$ cat src/rtl/ccu_pkg.sv
// ccu_pkg: shared states, opcodes, microword field positions and decode helper for micro_seq.
package ccu_pkg;
  typedef enum logic [2:0] {S_IDLE, S_FETCH, S_ISSUE, S_SETTLE, S_DONE} state_e;
  localparam logic [3:0] OP_LOAD  = 4'd8;
  localparam logic [3:0] OP_BRZ   = 4'd9;
  localparam logic [3:0] OP_BRN   = 4'd10;
  localparam logic [3:0] OP_BRC   = 4'd11;
  localparam logic [3:0] OP_RSVD  = 4'd12;
  localparam logic [3:0] OP_JMP   = 4'd13;
  localparam logic [3:0] OP_NOP   = 4'd14;
  localparam logic [3:0] OP_HALT  = 4'd15;
  localparam logic [3:0] DPU_IDLE = 4'hF;
  localparam int OP_MSB = 23, OP_LSB = 20;
  localparam int R_MSB = 19, R_LSB = 16;
  localparam int A_MSB = 15, A_LSB = 12;
  localparam int B_MSB = 11, B_LSB = 8;
  localparam int IMM_MSB = 7, IMM_LSB = 0;
  localparam logic [1:0] CC_N = 2'd3, CC_Z = 2'd2, CC_BRC = 2'd0;
  // condition-code bit tested by a conditional branch opcode
  function automatic logic [1:0] cc_bit(input logic [3:0] op);
    return op == OP_BRZ ? CC_Z : op == OP_BRN ? CC_N : CC_BRC;
  endfunction
endpackage

$ cat src/rtl/micro_decode.sv
// micro_decode: splits a microword into DPU fields and resolves control-op branch outcome.
module micro_decode
  import ccu_pkg::*;
(
  input  logic [23:0] word,
  input  logic [3:0]  cc_q,
  output logic [3:0]  op,
  output logic [3:0]  r,
  output logic [3:0]  a,
  output logic [3:0]  b,
  output logic [7:0]  imm,
  output logic        is_ctrl,
  output logic        is_halt,
  output logic        taken,
  output logic [7:0]  target
);
  assign op      = word[OP_MSB:OP_LSB];
  assign r       = word[R_MSB:R_LSB];
  assign a       = word[A_MSB:A_LSB];
  assign b       = word[B_MSB:B_LSB];
  assign imm     = word[IMM_MSB:IMM_LSB];
  assign is_ctrl = op > OP_LOAD;
  assign is_halt = op == OP_HALT;
  assign target  = imm;
  assign taken   = op == OP_JMP ||
                   ((op == OP_BRZ || op == OP_BRN || op == OP_BRC) && cc_q[cc_bit(op)]);
endmodule

$ cat src/rtl/micro_seq.sv
// micro_seq: microprogram sequencer issuing DPU register/opcode selects from a synchronous program memory.
module micro_seq
  import ccu_pkg::*;
(
  input  logic        clk,
  input  logic        rst_n,
  input  logic        start,
  input  logic [7:0]  start_pc,
  input  logic        abort,
  output logic [7:0]  imem_addr,
  input  logic [23:0] imem_data,
  input  logic [3:0]  cc,
  output logic [3:0]  Abus,
  output logic [3:0]  Bbus,
  output logic [3:0]  Rbus,
  output logic [3:0]  n,
  output logic [7:0]  mData,
  output logic        busy,
  output logic        done,
  output logic [7:0]  pc
);
  state_e      state_q, state_d;
  logic [7:0]  pc_q, pc_d, addr_q, addr_d, mdata_q, mdata_d;
  logic [3:0]  cc_q, cc_d, a_q, a_d, b_q, b_d, r_q, r_d, n_q, n_d;
  logic        busy_q, busy_d, done_q, done_d;
  logic [3:0]  op, f_r, f_a, f_b;
  logic [7:0]  imm, target;
  logic        is_ctrl, is_halt, taken;

  micro_decode u_dec (
    .word(imem_data), .cc_q(cc_q), .op(op), .r(f_r), .a(f_a), .b(f_b), .imm(imm),
    .is_ctrl(is_ctrl), .is_halt(is_halt), .taken(taken), .target(target)
  );

  always_comb begin
    state_d = state_q;
    pc_d    = pc_q;
    addr_d  = addr_q;
    cc_d    = cc_q;
    a_d     = a_q;
    b_d     = b_q;
    r_d     = r_q;
    n_d     = n_q;
    mdata_d = mdata_q;
    if (abort) begin
      state_d = S_IDLE;
      n_d     = DPU_IDLE;
    end else begin
      case (state_q)
        S_IDLE: if (start) begin
          state_d = S_FETCH;
          pc_d    = start_pc;
          addr_d  = start_pc;
        end
        S_FETCH: state_d = S_ISSUE;
        S_ISSUE: if (is_halt) begin
          state_d = S_DONE;
          n_d     = DPU_IDLE;
        end else if (is_ctrl) begin
          state_d = S_FETCH;
          n_d     = DPU_IDLE;
          pc_d    = taken ? target : pc_q + 8'd1;
          addr_d  = pc_d;
        end else begin
          state_d = S_SETTLE;
          a_d     = f_a;
          b_d     = f_b;
          r_d     = f_r;
          n_d     = op;
          mdata_d = imm;
        end
        // the DPU op is presented only during SETTLE; flags come from ALU ops only
        S_SETTLE: begin
          state_d = S_FETCH;
          cc_d    = n_q[3] ? cc_q : cc;
          pc_d    = pc_q + 8'd1;
          addr_d  = pc_d;
          n_d     = DPU_IDLE;
        end
        S_DONE:  state_d = S_IDLE;
        default: state_d = S_IDLE;
      endcase
    end
    busy_d = state_d != S_IDLE;
    done_d = state_d == S_DONE;
  end

  always_ff @(posedge clk) begin
    if (!rst_n) begin
      state_q <= S_IDLE;
      pc_q    <= '0;
      addr_q  <= '0;
      cc_q    <= '0;
      a_q     <= '0;
      b_q     <= '0;
      r_q     <= '0;
      n_q     <= DPU_IDLE;
      mdata_q <= '0;
      busy_q  <= 1'b0;
      done_q  <= 1'b0;
    end else begin
      state_q <= state_d;
      pc_q    <= pc_d;
      addr_q  <= addr_d;
      cc_q    <= cc_d;
      a_q     <= a_d;
      b_q     <= b_d;
      r_q     <= r_d;
      n_q     <= n_d;
      mdata_q <= mdata_d;
      busy_q  <= busy_d;
      done_q  <= done_d;
    end
  end

  assign imem_addr = addr_q;
  assign Abus      = a_q;
  assign Bbus      = b_q;
  assign Rbus      = r_q;
  assign n         = n_q;
  assign mData     = mdata_q;
  assign busy      = busy_q;
  assign done      = done_q;
  assign pc        = pc_q;
endmodule

$ cat config.mk
export PLATFORM = sky130hd
export DESIGN_NAME = micro_seq
export DESIGN_NICKNAME = d
export VERILOG_FILES = /design/src/rtl/ccu_pkg.sv /design/src/rtl/micro_decode.sv /design/src/rtl/micro_seq.sv
export SDC_FILE = /design/constraint.sdc
export NUM_CORES = 1
export LEC_CHECK = 0
export BUFFER_PORTS_ARGS = -buffer_cell sky130_fd_sc_hd__clkbuf_2
export CAP_MARGIN = 20
export CORE_MARGIN = 2
export CORE_UTILIZATION = 48
export DETAILED_ROUTE_END_ITERATION = 16
export PLACE_DENSITY = 0.9
export SYNTH_ARGS = -nofsm -noshare
export SYNTH_HDL_FRONTEND = slang
export SYNTH_SLANG_ARGS = --single-unit
$ cat constraint.sdc
create_clock -name clk -period 2.3 [get_ports clk]
set_input_delay 0.46 -clock clk [delete_from_list [all_inputs] [get_ports clk]]
set_output_delay 0.46 -clock clk [all_outputs]
set_load 0.02 [all_outputs]
==> metrics.md, run 1 <==
| Metric | Value |
|---|---|
| Run status | complete, no violations |
| FP Rows | 23 |
| Maximum number of buffers from clock root to sink | 2 |
| Initial antenna violation count | 0 |
| Number of I/O pins | 82 |
| Final standard cell area without fillers | 0.002475 mm2 |
| Type of element capturing the critical path | flip-flop |
| Overall fraction of global-route tracks in use | 21.46% |
| Routed Wire Length | 4878 um |
| Synth-to-Final Area Change | 24.40% |
| Count of flip-flops with a built-in enable after synthesis | 0 |
| Synth Area per Inst | 8.153 um2 |
| Cell area reported after detailed placement | 0.002367 mm2 |
| Final-layout setup total negative slack | 0 ns |
| Number of library cell types mapped by synthesis | 40 |
| Crit path required time | 2.51 ns |
| Clock skew | 0.006916 ns |
| Antenna viol nets, final | 0 |
| RSZ-0062 raised after global routing | false |
| Register bit count reported by yosys | 40 |
| Finished Core Util | 61.87% |
| Area of the mapped netlist | 0.001989 mm2 |
| Clock tree from TritonCTS | done |
| Routed length per instance | 13.33 um |
| Biggest fanout along the worst timing path | 14 |
| Peak supply drop | 0.0003814 V |
| Fraction of post-synthesis cell area in the top cell type by area | 40.25% |
| Pin count of the biggest net entering global routing | 35 |
| Diode insertion count for antenna repair | 0 |
| Type of the most critical hold path | in2reg |
| Detailed-routing iteration count for the pre-antenna-repair pass | 4 |
| Most common cell after layout, fill and taps aside | clkbuf_2 |
| Total placed cells including tap cells | 358 |
| Final Net Count | 356 |
| Hold Fails Final Rpt | 0 |
| First-pass GRT wire length | 7576 um |
| CTS root buf | clkbuf_8 |
| Data arrival time of the critical path | 2.02 ns |
| Total congestion overflow after global routing | 0 |
| Clock slew at the register clock pins of the worst setup and hold paths | 0.08 ns |
| Effective utilization at floorplan | 49.73% |
| Post-synth top area cell | dfxtp_1 |
| Dominant synthesized flop cell | dfxtp_1 |
| Clock sink total | 40 |
| Number of maximum-capacitance constraint violations | 0 |
| Slew headroom | 62.06% |
| Startpoint Class | flip-flop |
| Total power per unit cell area | 600.2 mW/mm2 |
| Routed vias | 1984 |
| Final Max Tran Viols | 0 |
| Core footprint | 0.004000 mm2 |
| Die width | 68.38 um |
| H-tree depth | 2 |
| Worst Max-Slew Pin Slew | 0.5690 ns |
| Synthesized netlist cell count | 244 |
| Vias/cell | 5.421 |
| Drt initial violations | 167 |
| DRC violations left | 0 |
| Half-perimeter wire length after detailed placement | 3620 um |
| Commonest cells after routing, fill and taps aside | 80 x clkbuf_2, 56 x nand2_1, 40 x dfxtp_1 |
| Reported leakage power | 1.089 nW |
| Synth async-reset ratio | 0% |
| Setup crit start | state_q[2]$_SDFF_PN0_ |
| Die footprint | 0.004676 mm2 |
| Final setup viols | 0 |
| Post-CTS repair timing setup buffer count | 0 |
| Die height | 68.38 um |
| Synth Net Count | 285 |
| Number of global-route vias before repair | 1729 |
| Overall Power | 1.486 mW |
| Portion of the post-synthesis area used by sequential elements | 40.25% |
| Insertion delay of the later-clocked pin in the worst-skew pair | 0.29 ns |
| Highest clock rate | 0.5517 GHz |
| Quantity of I/O buffers inserted on ports | 80 |
| Synth area leaders | dfxtp_1 40%, nand2_1 11%, a21boi_1 7.9% |
| Final min period | 1.813 ns |
| Startpoint of the worst-slack reg-to-reg timing path | state_q[2]$_SDFF_PN0_ |
| Number of hold-repair buffers added at the cts stage | 0 |
| Non-Filler Instances | 366 |
| Fraction of final layout cells sized beyond drive strength 1 | 31.65% |
| RePlAce Congestion | 0.8487 |
| CTS Buf Count | 5 |
| Count of cells resized by post-cts repair | 0 |
| Part of the cycle the worst path needs | 78.81% |
| Hold_sp | imem_data[16] |
| Type of the setup path with the least slack | reg2reg |
| Yosys synthesis warning count | 0 |
[per-layer routing]
layer  share of wire [%]  vias to the layer above  global-route usage (%)
met2                  48                       85                   34.98
li1                    -                      985                       -
met5                   0                        -                       0
met4                0.98                        0                   9.000
met3                 7.5                        7                   4.770
met1                  43                      907                   27.13
[stage by stage]
step	setup slack [ns]	hold WS, ns
2_1_floorplan	0.4983	0.4596
3_3_place_gp	0.2631	0.4399
3_5_place_dp	0.2314	0.4463
4_1_cts	0.5213	0.3785
6_report	0.4874	0.3826
5_1_grt	0.3467	0.3872
[area by class of cell]
cell class | count | area [um2]
Inverter | 3 | 11.26
Multi-Input combinational cell | 180 | 1055
Clock buffer | 6 | 72.57
Timing Repair Buffer | 85 | 437.9
Fill cell | 354 | 1525
Clock inverter | 2 | 35.03
Tap cell | 50 | 62.56
Sequential cell | 40 | 800.8
[flip-flops by register name, indices dropped and copies added (netlist names), 3 cells and up]
| name | cells |
|---|---|
| Abus | 4 |
| Rbus | 4 |
| imem_addr | 8 |
| cc_q | 3 |
| state_q | 3 |
| Bbus | 4 |
| mData | 8 |
| n | 4 |
[final timing paths]
kind | to | slack, ns | cells after the start
worst max-delay path | imem_addr[6]$_SDFFE_PN0P_ | 0.49 | 6
worst min-delay path | Rbus[0]$_SDFFE_PN0P_ | 0.38 | 3
worst max register to register | imem_addr[6]$_SDFFE_PN0P_ | 0.49 | 6
worst min register to register | mData[1]$_SDFFE_PN0P_ | 0.45 | 2
[Yosys cell counts, types with 4 or more instances]
cell type / instances
nand3_1: 7
dfxtp_1: 40
a21boi_1: 21
o21ai_0: 17
o211ai_1: 5
a31oi_1: 4
nand2_1: 56
nor3_1: 5
a21oi_1: 5
nor2_1: 10
a41oi_1: 4
nor2b_1: 5
buf_4: 8
clkbuf_1: 8
[cells by family (layout without fill, tap and decap cells)]
logic type               after synthesis  after routing  share of synthesized area, %
AO/OA/AOI/OAI                         69             69                         23.84
XOR/XNOR                               6              6                         2.642
adder cells (fa/ha/maj)                1              1                        0.6288
buffers and inverters                 24             96                         6.981
flip-flops                            40             40                         40.25
multiplexers                           5              5                         2.641
AND/OR/NAND/NOR                       99             99                         23.02
[critical path, cell delays in order (launching register included)]
cell and delay [ns]:
dfxtp_1 0.35, nand2b_1 0.40, nor2_1 0.28, buf_4 0.22
o21ai_0 0.13, a21o_1 0.18, a41oi_1 0.18
[where the power goes]
part | switching (mW) | internal [mW] | leakage, nW
Clock | 0.241 | 0.322 | 0.0552
Sequential | 0.0232 | 0.707 | 0.324
Combinational | 0.111 | 0.0809 | 0.709
Total | 0.375 | 1.11 | 1.09
(Power assumes the default switching activity.)
==> run 2, diff against run 1 <==
--- a/config.mk
+++ b/config.mk
@@ -5,12 +5,13 @@
 export SDC_FILE = /design/constraint.sdc
 export NUM_CORES = 1
 export LEC_CHECK = 0
+export ABC_AREA = 1
 export BUFFER_PORTS_ARGS = -buffer_cell sky130_fd_sc_hd__clkbuf_2
 export CAP_MARGIN = 20
 export CORE_MARGIN = 2
 export CORE_UTILIZATION = 48
 export DETAILED_ROUTE_END_ITERATION = 16
-export PLACE_DENSITY = 0.9
+export PLACE_DENSITY = 0.89
 export SYNTH_ARGS = -nofsm -noshare
 export SYNTH_HDL_FRONTEND = slang
 export SYNTH_SLANG_ARGS = --single-unit
==> constraint.sdc (replaced) <==
create_clock -name clk -period 1.85 [get_ports clk]
set_input_delay 0.37 -clock clk [delete_from_list [all_inputs] [get_ports clk]]
set_output_delay 0.37 -clock clk [all_outputs]
set_load 0.02 [all_outputs]
==> run 2 against run 1 <==
Compared with the run above:
- final cell count up 17%
- first-iteration DRC count down 23%
- clock skew up 0.0040 ns
- combinational power up 49%
- synthesized cell count up 25%
- cell area up 1.8%
- total power up 21%
- largest cell class unchanged
- maximum frequency up 20%
- sequential share of layout area down 0.58 points
==> metrics.md, run 2 <==
| Metric | Value |
|---|---|
| Synthesized-area fraction occupied by adder cells | 0.6098% (-0.019 points) |
| Total power per unit cell area | 714.9 mW/mm2 (+19%) |
| Register bit count reported by yosys | 40 (unchanged) |
| Compound-Gate Fraction of Synth Area | 14.94% (-8.9 points) |
| Relative contribution of combinational cells to total power | 15.9% (+3.0 points) |
| Biggest fanout along the worst timing path | 15 (+1) |
| RSZ-0062 raised after global routing | false |
| Synth Area in Simple Gates | 32.56% (+9.5 points) |
| Run status | complete, no violations |
| Final-layout setup total negative slack | 0 ns (unchanged) |
| Type of the setup path with the least slack | reg2reg |
| Detailed-routing iteration count for the pre-antenna-repair pass | 4 (unchanged) |
| Startpoint Class | flip-flop |
| Type of the most critical hold path | in2reg |
| Final min period | 1.505 ns (-0.3081 ns) |
| Clock tree from TritonCTS | done |
| Switching share of power | 28.23% (+3.0 points) |
| Internal Dissipation | 1.293 mW (+16%) |
| Post-route worst setup slack | 0.3455 ns (-0.1419 ns) |
| Count of cells resized by post-cts repair | 0 (unchanged) |
| Fraction of final layout cells sized beyond drive strength 1 | 28.23% (-3.4 points) |
| Maximum number of buffers from clock root to sink | 2 (unchanged) |
| Number of global-route vias before repair | 2091 (+21%) |
| Final setup viols | 0 (unchanged) |
| Half-perimeter wire length after detailed placement | 3785 um (+4.5%) |
| Peak supply drop | 0.0004656 V (+22%) |
| Number of maximum-capacitance constraint violations | 0 (unchanged) |
| Pin count of the biggest net entering global routing | 33 (-5.7%) |
| Number of hold-repair buffers added at the cts stage | 0 (unchanged) |
| Final standard cell area without fillers | 0.002520 mm2 (+1.8%) |
| Data arrival time of the critical path | 1.70 ns (-0.32 ns) |
| Finished Core Util | 62.10% (+0.23 points) |
| H-tree depth | 2 (unchanged) |
| Routed vias | 2191 (+10%) |
| Part of the power in registers | 50.3% (+1.1 points) |
| Drt initial violations | 128 (-23%) |
| Destination of the worst register-to-register timing path | imem_addr[0]$_SDFFE_PN0P_ |
| Main combinational cell family by area after synthesis | simple AND/OR/NAND/NOR gates |
| Antenna viol nets, final | 0 (unchanged) |
| Setup crit start | state_q[0]$_SDFF_PN0_ |
| Initial antenna violation count | 0 (unchanged) |
| Non-Filler Instances | 429 (+17%) |
| Worst Max-Slew Pin Slew | 0.4134 ns (-0.1556 ns) |
| First-pass GRT wire length | 8825 um (+16%) |
| Post-synth top area cell | dfxtp_1 |
| DRC violations left | 0 (unchanged) |
| Diode insertion count for antenna repair | 0 (unchanged) |
| Most instantiated library cell after synthesis | nand2_1 |
| Commonest cells after routing, fill and taps aside | 80 x clkbuf_2, 64 x nand2_1, 48 x nor2_1 |
| Die width | 69.38 um (+1.5%) |
| Effective utilization at floorplan | 50.57% (+0.84 points) |
| Die footprint | 0.004814 mm2 (+2.9%) |
| Post-CTS repair timing setup buffer count | 0 (unchanged) |
| Startpoint of the worst-slack reg-to-reg timing path | state_q[0]$_SDFF_PN0_ |
| Routed Wire Length | 5182 um (+6.2%) |
| Final Max Tran Viols | 0 (unchanged) |
| Synth-to-Final Area Change | 22.81% |
| Count of flip-flops with a built-in enable after synthesis | 0 (unchanged) |
| Fraction of post-synthesis cell area in the top cell type by area | 39.02% (-1.2 points) |
| Synth async-reset ratio | 0% (unchanged) |
| Portion of the post-synthesis area used by sequential elements | 39.02% (-1.2 points) |
| Crit path to | imem_addr[0]$_SDFFE_PN0P_ |
| Final Net Count | 419 (+18%) |
| Area of the mapped netlist | 0.002052 mm2 (+3.1%) |
| List of cells traversed by the critical path | nor2_2, nand2_2, inv_2, nand2_4, nand3_4, nand2_1, nand2_1, a21oi_1 |
| Cell area reported after detailed placement | 0.002430 mm2 (+2.6%) |
| Routed length per instance | 12.08 um (-9.4%) |
| Quantity of I/O buffers inserted on ports | 80 (unchanged) |
| Insertion delay of the later-clocked pin in the worst-skew pair | 0.30 ns (about the same) |
| Number of fill cells | 401 (+13%) |
| Cell at the slowest stage of the critical path | dfxtp_1 |
| Synthesized netlist cell count | 304 (+25%) |
| Stages on worst setup path | 8 (+2) |
| Synth Area per Inst | 6.750 um2 (-17%) |
| Post-synth top cells | 64 x nand2_1, 48 x nor2_1, 40 x dfxtp_1, 32 x o21ai_0, 30 x inv_1 |
| Part of the total power dissipated in the clock network | 33.9% (-4.0 points) |
| Slew headroom | 72.40% (+10 points) |
| Crit path required time | 2.04 ns (-0.47 ns) |
| Reported leakage power | 1.291 nW (+19%) |
| CTS root buf | clkbuf_8 |
| FP Rows | 23 (unchanged) |
| Type of element capturing the critical path | flip-flop |
| Number of library cell types mapped by synthesis | 29 (-28%) |
| Critical path's top delay family | simple AND/OR/NAND/NOR gates |
| Clock slew at the register clock pins of the worst setup and hold paths | 0.08 ns (about the same) |
| Total congestion overflow after global routing | 0 (unchanged) |
| Net switching power figure | 508.5 uW (+35%) |
| Hold Fails Final Rpt | 0 (unchanged) |
| Vias/cell | 5.107 (-5.8%) |
| Worst path max stage delay | 0.37 ns (-0.03 ns) |
| CTS Buf Count | 5 (unchanged) |
| Highest clock rate | 0.6647 GHz (+20%) |
| Setup slack, reg-to-reg | 0.35 ns (-0.14 ns) |
| Total placed cells including tap cells | 421 (+18%) |
| Most prevalent standard cell on the critical path | nand2_1 |
| Clock sink total | 40 (unchanged) |
| Synth area leaders | dfxtp_1 39%, nand2_1 12%, nor2_1 8.8% |
| Clock skew | 0.01089 ns (+0.003978 ns) |
| Part of the cycle the worst path needs | 81.33% (+2.5 points) |
| RePlAce Congestion | 0.8698 (+2.5%) |
| Overall fraction of global-route tracks in use | 22.39% (+0.93 points) |
| Pre-CTS setup slack | 0.2530 ns (+0.02155 ns) |
| Combined buffer and inverter count along the critical path | 1 (unchanged) |
| Core footprint | 0.004058 mm2 (+1.4%) |
| Area share of xor/xnor cells in the synthesized design | 0.8537% (-1.8 points) |
| Dominant synthesized flop cell | dfxtp_1 |
| Worst R2R Path Depth | 8 (+2) |
| Multiplexer fraction of the synthesized cell area | 0% (-2.6 points) |
| Number of I/O pins | 82 (unchanged) |
| Most common cell after layout, fill and taps aside | clkbuf_2 |
| Synth Net Count | 345 (+21%) |
| Die height | 69.38 um (+1.5%) |
| Yosys synthesis warning count | 0 (unchanged) |
==> run 2: cell count changes in the layout (fill, tap and decap cells not counted), sizes merged, moves of 13 or more <==
| cell | before | now |
|---|---|---|
| a21oi | 5 | 18 |
| nand2 | 56 | 70 |
| o21ai | 17 | 34 |
| inv | 3 | 35 |
| nor2 | 10 | 51 |
| nand3 | 7 | 24 |
| a21boi | 23 | 0 |
==> run 2: logic make-up after synthesis <==
| family | count (synthesis) |
|---|---|
| buffers and inverters | 52 |
| DFF | 40 |
| xor gates and xnor gates | 2 |
| adders and majority gates | 1 |
| AOI/OAI and AO/OA | 58 |
| and+or+nand+nor | 151 |
==> run 2: worst min-delay path, stage by stage <==
cell and delay [ns]:
clkbuf_2 0.08, inv_1 0.06, a21oi_1 0.06
==> run 2: worst min-delay path by stage <==
stage | startpoint | to | slack [ns] | cells past startpoint
detailed placement | cc_q[0]$_SDFFE_PN0P_ | cc_q[0]$_SDFFE_PN0P_ | 0.45 | 2
finish | imem_data[3] | mData[3]$_SDFFE_PN0P_ | 0.31 | 3
global placement | cc_q[0]$_SDFFE_PN0P_ | cc_q[0]$_SDFFE_PN0P_ | 0.45 | 2
floorplan | cc_q[0]$_SDFFE_PN0P_ | cc_q[0]$_SDFFE_PN0P_ | 0.43 | 2
global route | imem_data[3] | mData[3]$_SDFFE_PN0P_ | 0.31 | 3
CTS | abort | state_q[0]$_SDFF_PN0_ | 0.30 | 2
==> run 2: power by group through the flow <==
stage                     Sequential (mW)  Combinational, mW  Clock (mW)
final                               0.905              0.286       0.610
after global routing                0.909              0.320       0.657
after CTS                           0.905              0.285       0.615
after detailed placement            0.925              0.283           0
after global placement              0.923              0.277           0
after floorplan                     0.946              0.175           0
==> run 2: layer usage <==
layer	track usage [%]	vias to the layer above	routed length [um]
met5	0	-	0
met4	10.24	0	51
met3	5.378	6	429
met2	37.82	92	2411
met1	26.79	978	2290
li1	-	1115	-
==> run 2: final cells by class <==
type	instances	area [um2]	area share (%)
clock buffers	8	90.09	3.575
inverters	35	131.4	5.213
multi-input cells	212	1005	39.87
flip-flops and latches	40	800.8	31.78
well taps	50	62.56	2.483
repair buffers	84	430.4	17.08
==> run 2: metrics by stage <==
step                      hold slack (ns)  power [mW]
after floorplan                    0.4298       1.122
after global placement             0.4464       1.200
after detailed placement           0.4519       1.208
after CTS                          0.3043       1.806
after global routing               0.3080       1.886
final                              0.3069       1.801
